==> config.mk <==
export PLATFORM = sky130hd
export DESIGN_NAME = pb_debounce
export DESIGN_NICKNAME = d
export VERILOG_FILES = /design/src/rtl/pb_debounce.sv
export SDC_FILE = /design/constraint.sdc
export NUM_CORES = 1
export LEC_CHECK = 0
export BUFFER_PORTS_ARGS = -buffer_cell sky130_fd_sc_hd__buf_2
export CORE_ASPECT_RATIO = 0.7
export CORE_MARGIN = 2
export CORE_UTILIZATION = 57
export CTS_CLUSTER_SIZE = 28
export DETAILED_ROUTE_END_ITERATION = 8
export PLACE_DENSITY = 0.74
export SYNTH_ARGS = -nofsm -noshare
export SYNTH_HDL_FRONTEND = slang
export SYNTH_SLANG_ARGS = --single-unit
==> constraint.sdc <==
create_clock -name CLK -period 5.54 [get_ports CLK]
set_input_delay 0.277 -clock CLK [delete_from_list [all_inputs] [get_ports CLK]]
set_output_delay 0.277 -clock CLK [all_outputs]
set_load 0.005 [all_outputs]
==> src/rtl/pb_debounce.sv <==
// ============================================================================
// pb_debounce : sync + per-channel debounce of active-low pushbuttons
// Rev 1.0
// ============================================================================
`default_nettype none

module pb_debounce #(
  parameter int PB_W            = 4,
  parameter int DEBOUNCE_CYCLES = 500000,
  parameter int CNT_W           = $clog2(DEBOUNCE_CYCLES + 1)
) (
  input  logic            CLK,
  input  logic            nRST,
  input  logic [PB_W-1:0] PB,
  output logic [PB_W-1:0] PB_LEVEL,
  output logic [PB_W-1:0] PB_PRESS,
  output logic [PB_W-1:0] PB_RELEASE
);

  typedef enum logic {
    ST_RELEASED = 1'b0,
    ST_PRESSED  = 1'b1
  } pb_state_t;

  // Transition fires on the edge where the count would reach DEBOUNCE_CYCLES.
  localparam logic [CNT_W-1:0] c_cnt_last = CNT_W'(DEBOUNCE_CYCLES - 1);

  logic [PB_W-1:0] r_sync1;
  logic [PB_W-1:0] r_sync2;

  always_ff @(posedge CLK or negedge nRST) begin
    if (!nRST) begin
      r_sync1 <= '1;
      r_sync2 <= '1;
    end else begin
      r_sync1 <= PB;
      r_sync2 <= r_sync1;
    end
  end

  for (genvar gi = 0; gi < PB_W; gi++) begin : g_ch
    pb_state_t        r_state;
    pb_state_t        w_state_nxt;
    logic [CNT_W-1:0] r_cnt;
    logic [CNT_W-1:0] w_cnt_nxt;
    logic             r_press;
    logic             w_press_nxt;
    logic             r_release;
    logic             w_release_nxt;
    logic             w_differs;

    always_ff @(posedge CLK or negedge nRST) begin
      if (!nRST) begin
        r_state   <= ST_RELEASED;
        r_cnt     <= '0;
        r_press   <= 1'b0;
        r_release <= 1'b0;
      end else begin
        r_state   <= w_state_nxt;
        r_cnt     <= w_cnt_nxt;
        r_press   <= w_press_nxt;
        r_release <= w_release_nxt;
      end
    end

    always_comb begin
      w_state_nxt   = r_state;
      w_cnt_nxt     = r_cnt;
      w_press_nxt   = 1'b0;
      w_release_nxt = 1'b0;
      w_differs     = 1'b0;

      case (r_state)
        ST_RELEASED: w_differs = ~r_sync2[gi];
        ST_PRESSED:  w_differs =  r_sync2[gi];
        default:     w_differs = 1'b0;
      endcase

      // Any sample agreeing with the stable state restarts the count.
      if (!w_differs) begin
        w_cnt_nxt = '0;
      end else if (r_cnt == c_cnt_last) begin
        w_cnt_nxt = '0;
        case (r_state)
          ST_RELEASED: begin
            w_state_nxt = ST_PRESSED;
            w_press_nxt = 1'b1;
          end
          ST_PRESSED: begin
            w_state_nxt   = ST_RELEASED;
            w_release_nxt = 1'b1;
          end
          default: w_state_nxt = ST_RELEASED;
        endcase
      end else begin
        w_cnt_nxt = r_cnt + CNT_W'(1);
      end
    end

    assign PB_LEVEL[gi]   = (r_state == ST_PRESSED);
    assign PB_PRESS[gi]   = r_press;
    assign PB_RELEASE[gi] = r_release;
  end

endmodule

`default_nettype wire

==> flow_summary.json, run 1 <==
{
  "biggest_area_contributors_in_the_synthesized_netlist": "dfrtp_1 49%, xnor2_1 5.0%, xor2_1 5.0%, dfstp_2 4.7%, nor2_1 4.5%",
  "grt_max_degree": 77,
  "synth_edf_count": 0,
  "cell_chain_of_the_critical_path": "ha_1 > and4_1 > nand4_1 > o31ai_2 > nor2_1",
  "post_synth_instance_area_mm2": 0.004517,
  "p_seq_share_pct": 52.4,
  "power_report.internal_total_mw": 1.087,
  "dr_vias": 3144,
  "worst_slack_ns": 3.028,
  "synth-async-reset-ratio_pct": 100.0,
  "timing.critical_path.slowest_cell_delay_ns": 1.01,
  "routed_wire_length_per_instance_um": 14.42,
  "post-synth-top-area-fraction_pct": 48.75,
  "critical_path_peak_fanout": 17,
  "final_period_minus_worst_setup_slack_ns": 2.512,
  "ctsLongestPathBuffers": 2,
  "initial_utilization_pct": 58.13,
  "run_status": "complete, no violations",
  "p_switching_mw": 0.2932,
  "fmax_mhz": 398.1,
  "power_per_cell_area_mw_per_mm2": 280.9,
  "crit_required_ns": 5.71,
  "drc": 0,
  "track_usage_pct": 20.25,
  "hp-class": "input port to flip-flop",
  "cts-root-buf": "clkbuf_16",
  "mostFrequentLayoutCells": "88 x dfrtp_1, 54 x nor2_1, 30 x nand2_1, 26 x xnor2_1, 26 x xor2_1",
  "gp_routability_congestion": 0.8327,
  "post-route-period-util_pct": 45.35,
  "clk_latency_ns": 0.34,
  "post_drt_via_cell_ratio": 5.696,
  "synth_fp_nets": 448,
  "synth.distinct_cells": 37,
  "sw_frac_of_total_pct": 21.25,
  "grt_first_pass_wirelength_um": 13750,
  "clock_pin_slew_reported_for_the_worst_setup_and_hold_paths_after_clock_tree_synthesis_ns": 0.06,
  "drt_pre_antenna_iters": 4,
  "worst_slew_pin_slew_ns": 1.244,
  "total_congestion_overflow_after_global_routing": 0,
  "total_leakage_power_nw": 2.028,
  "cts_max_level": 3,
  "drtIter0Drc": 155,
  "synth_top_area_cell": "dfrtp_1",
  "ctsResizeCount": 0,
  "area_growth_pct": 8.753,
  "fp.dieH_um": 78.48,
  "ys.warnings.count": 0,
  "unrepaired_setup_endpoints_after_global_routing": "no",
  "final_setup_violations": 0,
  "via_count_of_the_first_global_routing_pass": 3009,
  "leading_cell_type_in_the_layout_fill_and_taps_excluded": "dfrtp_1",
  "power.ir.vdd_worst_mv": 0.1793,
  "buffer_ports.inserted": 17,
  "synth_seq_cells": 96,
  "final_setup_tns_ns": 0,
  "ys_seq_area_share_pct": 53.41,
  "antenna_violating_nets_post_route": 0,
  "dp_hpwl_um": 5176,
  "slew_violations": 0,
  "timing.critical_path.to_type": "flip-flop",
  "io_count": 18,
  "setup.worst_path.class": "flip-flop to flip-flop",
  "combinationalPowerShare_pct": 3.0,
  "antenna_cells_inserted": 0,
  "floorplan.rows": 27,
  "cts-buffers-inserted": 9,
  "grt_antenna_before_repair": 0,
  "worst_setup_path_start_kind": "flip-flop",
  "syn_avg_cell_area_um2": 10.31,
  "layout-drive-gt1-share_pct": 11.09,
  "report.final.hold_viol_count": 0,
  "crit_arrival_ns": 2.68,
  "critical-path-slowest-cell": "o31ai_2",
  "cell_count_after_synthesis": 438,
  "postCtsSetupRepairBufs": 0,
  "timing.max_slew.rel_slack_pct": 16.56,
  "place_worst_setup_slack_ns": 3.046,
  "maxCapViolations": 0,
  "design.core.area_mm2": 0.007770,
  "pwr-share-clk_pct": 44.6,
  "num-nets-final": 456,
  "cts_tree": "built",
  "die-width_um": 110.4,
  "floorplan_die_area_mm2": 0.008664,
  "synth_flop_type": "dfrtp_1",
  "route.final.wire_length_um": 7959,
  "fin_worst_skew_ns": 0.006024,
  "clkSinkCount": 96,
  "holdBufCountCts": 1
}
[kinds of logic (layout without fill, tap and decap cells)]
| logic type | Yosys count | after routing | share of synthesized area [%] |
|---|---|---|---|
| AOI/OAI and AO/OA | 48 | 48 | 6.621 |
| buffers and inverters | 32 | 45 | 3.906 |
| adders and majority gates | 4 | 4 | 1.108 |
| muxes | 2 | 2 | 0.4432 |
| and+or+nand+nor | 204 | 204 | 24.43 |
| xor gates and xnor gates | 52 | 52 | 10.08 |
| DFF | 96 | 96 | 53.41 |
[stage by stage]
stage	power (mW)	utilization [%]	instances	cell area (um^2)	hold slack, ns
2_1_floorplan	0.7554	-	438	4517	-0.01859
3_3_place_gp	0.7769	59.24	535	4603	0.1744
3_5_place_dp	0.7779	59.24	535	4603	0.1721
4_1_cts	1.396	63.22	552	4912	0.02249
5_1_grt	1.432	63.22	552	4912	0.01677
6_report	1.380	63.22	552	4912	0.03341
[power groups by stage]
stage | Clock [mW] | Sequential [mW] | Combinational, mW
6_report | 0.615 | 0.723 | 0.0412
2_1_floorplan | 0 | 0.734 | 0.0217
4_1_cts | 0.630 | 0.723 | 0.0427
5_1_grt | 0.660 | 0.725 | 0.0480
3_3_place_gp | 0 | 0.735 | 0.0414
3_5_place_dp | 0 | 0.736 | 0.0419
[synth_stat cells, drive strengths merged (8+ instances only)]
master	instances
dfrtp	88
a21oi	20
nand2	30
nor4	9
or4	11
nor2	54
nor3	8
o31ai	13
and4	9
o21ai	15
nand4	21
dfstp	8
inv	9
nand3	21
buf	16
xor2	26
or3	15
xnor2	26
[critical path: cells and delay by family, from the launching register on]
kind                       cells  cell delay [ns]
AOI/OAI and AO/OA              1             1.01
and+or+nand+nor                3             0.73
DFF                            1             0.39
adders and majority gates      1             0.21
[sequential cells by signal (all words and copies together), names as in the netlist]
register	count
g_ch.r_release	4
g_ch.r_press	4
r_sync2	4
g_ch.r_state	4
r_sync1	4
g_ch.r_cnt	76
[layout make-up]
class                   instances  area [um^2]
fillers                       630         2858
flip-flops and latches         96         2412
multi-input cells             310         1928
clock buffers                  11        242.7
well taps                     101        126.4
repair buffers                 20        112.6
clock inverters                 5        56.30
inverters                       9        33.78
[final timing paths]
kind / start / endpoint / slack (ns) / cells after the start
setup / recovery: g_ch[3].r_cnt[0] / g_ch[3].r_cnt[6] / 3.03 / 5
hold / removal: PB[2] / r_sync1[2] / 0.03 / 1
setup reg to reg: g_ch[3].r_cnt[0] / g_ch[3].r_cnt[6] / 3.03 / 5
hold reg to reg: r_sync1[3] / r_sync2[3] / 0.36 / 0
max in group asynchronous: nRST / g_ch[3].r_cnt[12] / 3.99 / 3
min in group asynchronous: nRST / g_ch[2].r_cnt[9] / 0.37 / 2
[per-layer routing]
| layer | part of all wire, % | up-vias | wire [um] | global-route usage (%) |
|---|---|---|---|---|
| met5 | 0 | - | 0 | 0 |
| met4 | 1.4 | 0 | 108 | 6.750 |
| met3 | 3.6 | 8 | 284 | 5.648 |
| met2 | 45 | 53 | 3578 | 30.49 |
| met1 | 50 | 1519 | 3988 | 28.37 |
| li1 | - | 1564 | - | - |
Note: power is estimated with default switching activity, not from simulation.
==> run 2: changes to the inputs <==
--- a/config.mk
+++ b/config.mk
@@ -5,6 +5,7 @@
 export SDC_FILE = /design/constraint.sdc
 export NUM_CORES = 1
 export LEC_CHECK = 0
+export ABC_AREA = 1
 export BUFFER_PORTS_ARGS = -buffer_cell sky130_fd_sc_hd__buf_2
 export CORE_ASPECT_RATIO = 0.7
 export CORE_MARGIN = 2
==> constraint.sdc (replaced) <==
create_clock -name CLK -period 2.5 [get_ports CLK]
set_input_delay 0.125 -clock CLK [delete_from_list [all_inputs] [get_ports CLK]]
set_output_delay 0.125 -clock CLK [all_outputs]
set_load 0.005 [all_outputs]
==> run 2 against run 1 <==
  * Worst hold slack gained 0.29 ns
  * Clock skew is 0.0018 ns lower
  * Final area grew 17%
  * Worst setup slack got worse by 2.1 ns
  * Non-clock buffer count increased by 6
  * Synthesized cell count is 58% higher
  * Fmax is 55% higher
  * Critical path depth unchanged
  * Critical endpoint is now g_ch[1].r_cnt[17]
  * Largest cell class unchanged
  * Largest power group unchanged
  * Highest routed layer unchanged
==> flow_summary.json, run 2 <==
{
  "met1_length_um": 5247,
  "drc": 0,
  "worst_setup_path_start_kind": "flip-flop",
  "place_worst_setup_slack_ns": 0.9274,
  "floorplan_die_area_mm2": 0.009927,
  "highest-signal-layer": "met4",
  "hp-class": "input port to async pin",
  "run_status": "complete, no violations",
  "floorplan.rows": 29,
  "max_flop_register": "g_ch.r_cnt",
  "finalCoreUtilization_pct": 64.26,
  "timing.max_slew.rel_slack_pct": 58.68,
  "antenna_violating_nets_post_route": 0,
  "design.core.area_mm2": 0.008962,
  "biggest_area_contributors_in_the_synthesized_netlist": "dfrtp_1 42%, nor2_1 14%, nand2_1 9.4%, inv_1 5.6%, nand3_1 4.9%",
  "antenna_cells_inserted": 0,
  "ys_seq_area_share_pct": 46.34,
  "setup.worst_path.class": "flip-flop to flip-flop",
  "syn_avg_cell_area_um2": 7.513,
  "layout-drive-gt1-share_pct": 11.37,
  "yosys-top-cells-count": "190 x nor2_1, 130 x nand2_1, 88 x dfrtp_1, 78 x inv_1, 51 x nand3_1",
  "die-width_um": 118.2,
  "clock_pin_slew_reported_for_the_worst_setup_and_hold_paths_after_clock_tree_synthesis_ns": 0.07,
  "synth.distinct_cells": 28,
  "cts-buffers-inserted": 9,
  "dr_vias": 4287,
  "synth-async-reset-ratio_pct": 100.0,
  "met3_routed_wl_um": 787,
  "ctsLongestPathBuffers": 2,
  "slew_violations": 0,
  "drtIter0Drc": 325,
  "drt_pre_antenna_iters": 5,
  "route.final.wire_length_um": 10970,
  "timing.critical_path.from": "r_sync2[1]",
  "clkSinkCount": 96,
  "sw_frac_of_total_pct": 21.30,
  "grt_antenna_before_repair": 0,
  "post-place-cells": 824,
  "post_synth_instance_area_mm2": 0.005206,
  "power_per_cell_area_mw_per_mm2": 556.2,
  "dp_hpwl_um": 8045,
  "dpl-instance-area_mm2": 0.005380,
  "cts-root-buf": "clkbuf_16",
  "synth_fp_nets": 703,
  "power.ir.vdd_worst_mv": 0.4599,
  "yosysMostFrequentCell": "nor2_1",
  "final_period_minus_worst_setup_slack_ns": 1.619,
  "wl_met2_um": 4852,
  "timing.critical_path.to_type": "flip-flop",
  "worst_slew_pin_slew_ns": 0.6198,
  "total_congestion_overflow_after_global_routing": 0,
  "post-route-period-util_pct": 64.75,
  "unrepaired_setup_endpoints_after_global_routing": "no",
  "largest_register_ff_count": 76,
  "fin_hold_ws_ns": 0.3248,
  "cell_count_after_synthesis": 693,
  "post-synth-top-area-fraction_pct": 42.30,
  "p_switching_mw": 0.6823,
  "total_power_mw": 3.204,
  "num-nets-final": 726,
  "crit_arrival_ns": 1.84,
  "synth_top_area_cell": "dfrtp_1",
  "worst_slack_ns": 0.8813,
  "leading_cell_type_in_the_layout_fill_and_taps_excluded": "nor2_1",
  "combinationalPowerShare_pct": 3.3,
  "ctsResizeCount": 0,
  "power_report.internal_total_mw": 2.521,
  "clk_latency_ns": 0.34,
  "fin_area_mm2": 0.005759,
  "final_setup_violations": 0,
  "total_leakage_power_nw": 2.537,
  "buffer_ports.inserted": 17,
  "maxCapViolations": 0,
  "cts_tree": "built",
  "crit_required_ns": 2.72,
  "critical_path_peak_fanout": 10,
  "synth_flop_type": "dfrtp_1",
  "area_growth_pct": 10.62,
  "via_count_of_the_first_global_routing_pass": 4029,
  "ys.warnings.count": 0,
  "fmax_mhz": 617.8,
  "fin_worst_skew_ns": 0.004206,
  "postCtsSetupRepairBufs": 0,
  "final_setup_tns_ns": 0,
  "track_usage_pct": 24.01,
  "pwr-share-clk_pct": 46.9,
  "routed_wire_length_per_instance_um": 12.98,
  "p_seq_share_pct": 49.8,
  "synth_edf_count": 0,
  "io_count": 18,
  "post_drt_via_cell_ratio": 5.073,
  "cts_max_level": 3,
  "grt_first_pass_wirelength_um": 19090,
  "grt_max_degree": 48,
  "initial_utilization_pct": 58.09,
  "finalNonFillerCells": 845,
  "report.final.hold_viol_count": 0,
  "r2r_start": "r_sync2[1]",
  "synth_seq_cells": 96,
  "gp_routability_congestion": 0.9193,
  "fp.dieH_um": 83.96,
  "mostFrequentLayoutCells": "190 x nor2_1, 130 x nand2_1, 88 x dfrtp_1, 78 x inv_1, 51 x nand3_1"
}
[run 2: power by group through the flow]
stage          logic, mW  clock network [mW]  registers [mW]
2_1_floorplan     0.0477                   0            1.62
3_3_place_gp      0.0982                   0            1.62
3_5_place_dp       0.101                   0            1.62
4_1_cts            0.108                1.54            1.60
5_1_grt            0.123                1.62            1.60
6_report           0.105                1.50            1.60
[run 2: area by class of cell]
| type | instances | area (um^2) |
|---|---|---|
| inverter | 78 | 292.8 |
| fill | 796 | 3203 |
| timing repair buffer | 26 | 167.7 |
| sequential | 96 | 2412 |
| tap | 124 | 155.1 |
| multi-input combinational | 505 | 2402 |
| clock inverter | 6 | 90.09 |
| clock buffer | 10 | 239.0 |
[run 2: repair_timing]
item	CTS	global route
setup endpoints to repair	0	0
hold buffers	5	0
hold endpoints to repair	44	0
[run 2: final timing paths]
kind	endpoint	slack [ns]	depth (start not counted)
worst max-delay path	g_ch[1].r_cnt[17]	0.88	5
worst min-delay path	g_ch[1].r_cnt[14]	0.32	2
worst max register to register	g_ch[1].r_cnt[17]	0.88	5
worst min register to register	r_sync2[1]	0.36	0
max in group asynchronous	r_sync2[0]	1.38	3
min in group CLK	r_sync2[1]	0.36	0
[run 2: routing by layer]
layer | global-route usage (%) | vias to the layer above
met3 | 6.148 | 6
met5 | 0 | -
met1 | 35.15 | 1958
met4 | 6.900 | 0
met2 | 35.26 | 145
li1 | - | 2178
[run 2: worst max-delay path: stages (launching register included)]
cell	delay, ns
dfstp_2	0.55
nor2_1	0.05
nor2_2	0.39
inv_1	0.17
nand2_1	0.24
nor2_1	0.09
[run 2: cells by family (layout without fill, tap and decap cells)]
logic type	count (synthesis)	after routing	share of synthesized area (%)
DFF	96	96	46.33
and+or+nand+nor	438	438	36.53
xor gates and xnor gates	33	33	5.552
adders and majority gates	4	4	0.9613
AOI/OAI and AO/OA	30	30	3.100
buffers and inverters	92	120	7.522
==> run 3: changes to the inputs <==
--- a/config.mk
+++ b/config.mk
@@ -9,10 +9,10 @@
 export BUFFER_PORTS_ARGS = -buffer_cell sky130_fd_sc_hd__buf_2
 export CORE_ASPECT_RATIO = 0.7
 export CORE_MARGIN = 2
-export CORE_UTILIZATION = 57
+export CORE_UTILIZATION = 56
 export CTS_CLUSTER_SIZE = 28
 export DETAILED_ROUTE_END_ITERATION = 8
-export PLACE_DENSITY = 0.74
+export PLACE_DENSITY = 0.76
 export SYNTH_ARGS = -nofsm -noshare
 export SYNTH_HDL_FRONTEND = slang
 export SYNTH_SLANG_ARGS = --single-unit
==> constraint.sdc (replaced) <==
create_clock -name CLK -period 1.33 [get_ports CLK]
set_input_delay 0.0665 -clock CLK [delete_from_list [all_inputs] [get_ports CLK]]
set_output_delay 0.0665 -clock CLK [all_outputs]
set_load 0.005 [all_outputs]
==> run 3 against run 2 <==
  * The flow now finishes with violations (setup timing)
  * Non-clock buffer count up 53
  * Clock skew up 0.0053 ns
  * Clock-buffer cell count increased by 2
  * Flip-flop and latch count unchanged
  * Core utilization up 9.9 points
  * Largest cell class is now multi-input combinational cells
  * Largest power group unchanged
==> flow_summary.json, run 3 (synthesis gave the netlist of run 2 again) <==
{
  "final_setup_violations": 14,
  "antenna_cells_inserted": 0,
  "floorplan.rows": 29,
  "hp-class": "input port to async pin",
  "cts-buffers-inserted": 9,
  "drtIter0Drc": 448,
  "drc": 0,
  "final_period_minus_worst_setup_slack_ns": 1.383,
  "leading_cell_type_in_the_layout_fill_and_taps_excluded": "nor2_1",
  "maxCapViolations": 0,
  "clk_latency_ns": 0.34,
  "cts_tree": "built",
  "ctsLongestPathBuffers": 2,
  "post_drt_via_cell_ratio": 5.361,
  "mostFrequentLayoutCells": "148 x nor2_1, 112 x nand2_1, 69 x inv_1, 63 x dfrtp_1, 48 x buf_4",
  "report.final.hold_viol_count": 0,
  "dp_hpwl_um": 8336,
  "setup.worst_path.class": "flip-flop to flip-flop",
  "fin_worst_skew_ns": 0.009481,
  "power.ir.vdd_worst_mv": 0.6831,
  "clkSinkCount": 96,
  "fp.dieH_um": 84.67,
  "fin_hold_ws_ns": 0.2509,
  "via_count_of_the_first_global_routing_pass": 4369,
  "timing.max_slew.rel_slack_pct": 76.42,
  "io_count": 18,
  "antenna_violating_nets_post_route": 0,
  "clock_pin_slew_reported_for_the_worst_setup_and_hold_paths_after_clock_tree_synthesis_ns": 0.07,
  "cts_max_level": 3,
  "timing.critical_path.to_type": "flip-flop",
  "slew_violations": 0,
  "unrepaired_setup_endpoints_after_global_routing": "yes",
  "total_leakage_power_nw": 2.917,
  "combined_area_of_the_multi_input_logic_cells_mm2": 0.002885,
  "route.final.wire_length_um": 13310,
  "power_per_cell_area_mw_per_mm2": 903.8,
  "violations": "setup timing",
  "track_usage_pct": 24.66,
  "critical_path_peak_fanout": 3,
  "run_status": "finished with violations",
  "design.core.area_mm2": 0.009035,
  "fillerInstances": 606,
  "total_congestion_overflow_after_global_routing": 0,
  "drt_pre_antenna_iters": 5,
  "crit_required_ns": 1.56,
  "largest_register_ff_count": 76,
  "max_flop_register": "g_ch.r_cnt",
  "routed_wire_length_per_instance_um": 14.82,
  "grt_max_degree": 51,
  "final_setup_tns_ns": -0.3258,
  "cts-root-buf": "clkbuf_16",
  "worst_slew_pin_slew_ns": 0.3510,
  "grt_first_pass_wirelength_um": 20160,
  "grt_antenna_before_repair": 0,
  "gp_routability_congestion": 0.9637,
  "fmax_mhz": 722.9,
  "worst_setup_path_start_kind": "flip-flop",
  "initial_utilization_pct": 57.62,
  "worst_slack_ns": -0.05322,
  "seqCellArea_mm2": 0.002444,
  "dr_vias": 4814,
  "die-width_um": 119.2,
  "num-nets-final": 779,
  "buffer_ports.inserted": 17,
  "post-route-period-util_pct": 104.0,
  "crit_arrival_ns": 1.61,
  "layout-drive-gt1-share_pct": 32.56,
  "floorplan_die_area_mm2": 0.01010,
  "area_growth_pct": 28.77
}
==> run 3: final cells by class <==
class | count | share of cell area [%]
Multi-Input combinational cell | 505 | 43.04
Sequential cell | 96 | 36.45
Timing Repair Buffer | 79 | 9.257
Inverter | 78 | 4.367
Clock buffer | 12 | 3.527
Tap cell | 124 | 2.314
Clock inverter | 4 | 1.045
==> run 3: through the flow <==
step	utilization, %	cells	cell area, um^2	total power [mW]	setup slack (ns)
after floorplan	-	693	5206	3.137	0.03215
after global routing	74.20	898	6704	6.221	-0.1156
after global placement	62.48	856	5645	3.265	-0.01994
final	74.20	898	6704	6.059	-0.05322
after detailed placement	62.48	856	5645	3.275	-0.1283
after CTS	67.94	878	6138	6.031	-0.02701
==> run 3: layer usage <==
layer  wire length, um  vias to the layer above  global-route usage (%)
li1                  -                     2295                       -
met1              5774                     2332                   35.26
met2              6507                      167                   38.77
met3               808                       20                   5.435
met4               214                        0                   5.628
met5                 0                        -                       0
==> run 3: final timing paths <==
kind                                endpoint              from  cells after the start  slack, ns
setup / recovery           g_ch[0].r_cnt[18]  g_ch[0].r_cnt[1]                      8      -0.05
hold / removal             g_ch[1].r_cnt[11]              nRST                      3       0.25
setup reg to reg           g_ch[0].r_cnt[18]  g_ch[0].r_cnt[1]                      8      -0.05
hold reg to reg                   r_sync2[3]        r_sync1[3]                      0       0.36
max in group asynchronous         r_sync2[3]              nRST                      3       0.79
min in group CLK                  r_sync2[3]        r_sync1[3]                      0       0.36
==> run 3: worst max-delay path, cell delays in order (launching register included) <==
cell and delay [ns]:
dfrtp_1 0.37, ha_2 0.21, nand2_2 0.08, nor2_4 0.10, nand2_2 0.09, nor2_2 0.16
nand3_1 0.11, nand2_1 0.09, nor2_1 0.04
==> run 3: repair_timing <==
item                                   4_1_cts  5_1_grt
setup endpoints to repair                   29       71
pin swaps                                   18       43
gates resized for setup                     42      127
hold buffers                                 5        0
setup buffers                                1       20
endpoints found under the hold margin      100        0
==> run 3: where the power goes <==
part,switching (mW),internal (mW),total (mW)
Combinational,0.176,0.117,0.294
Clock,1.10,1.65,2.75
Sequential,0.0455,2.97,3.02
Total,1.33,4.73,6.06
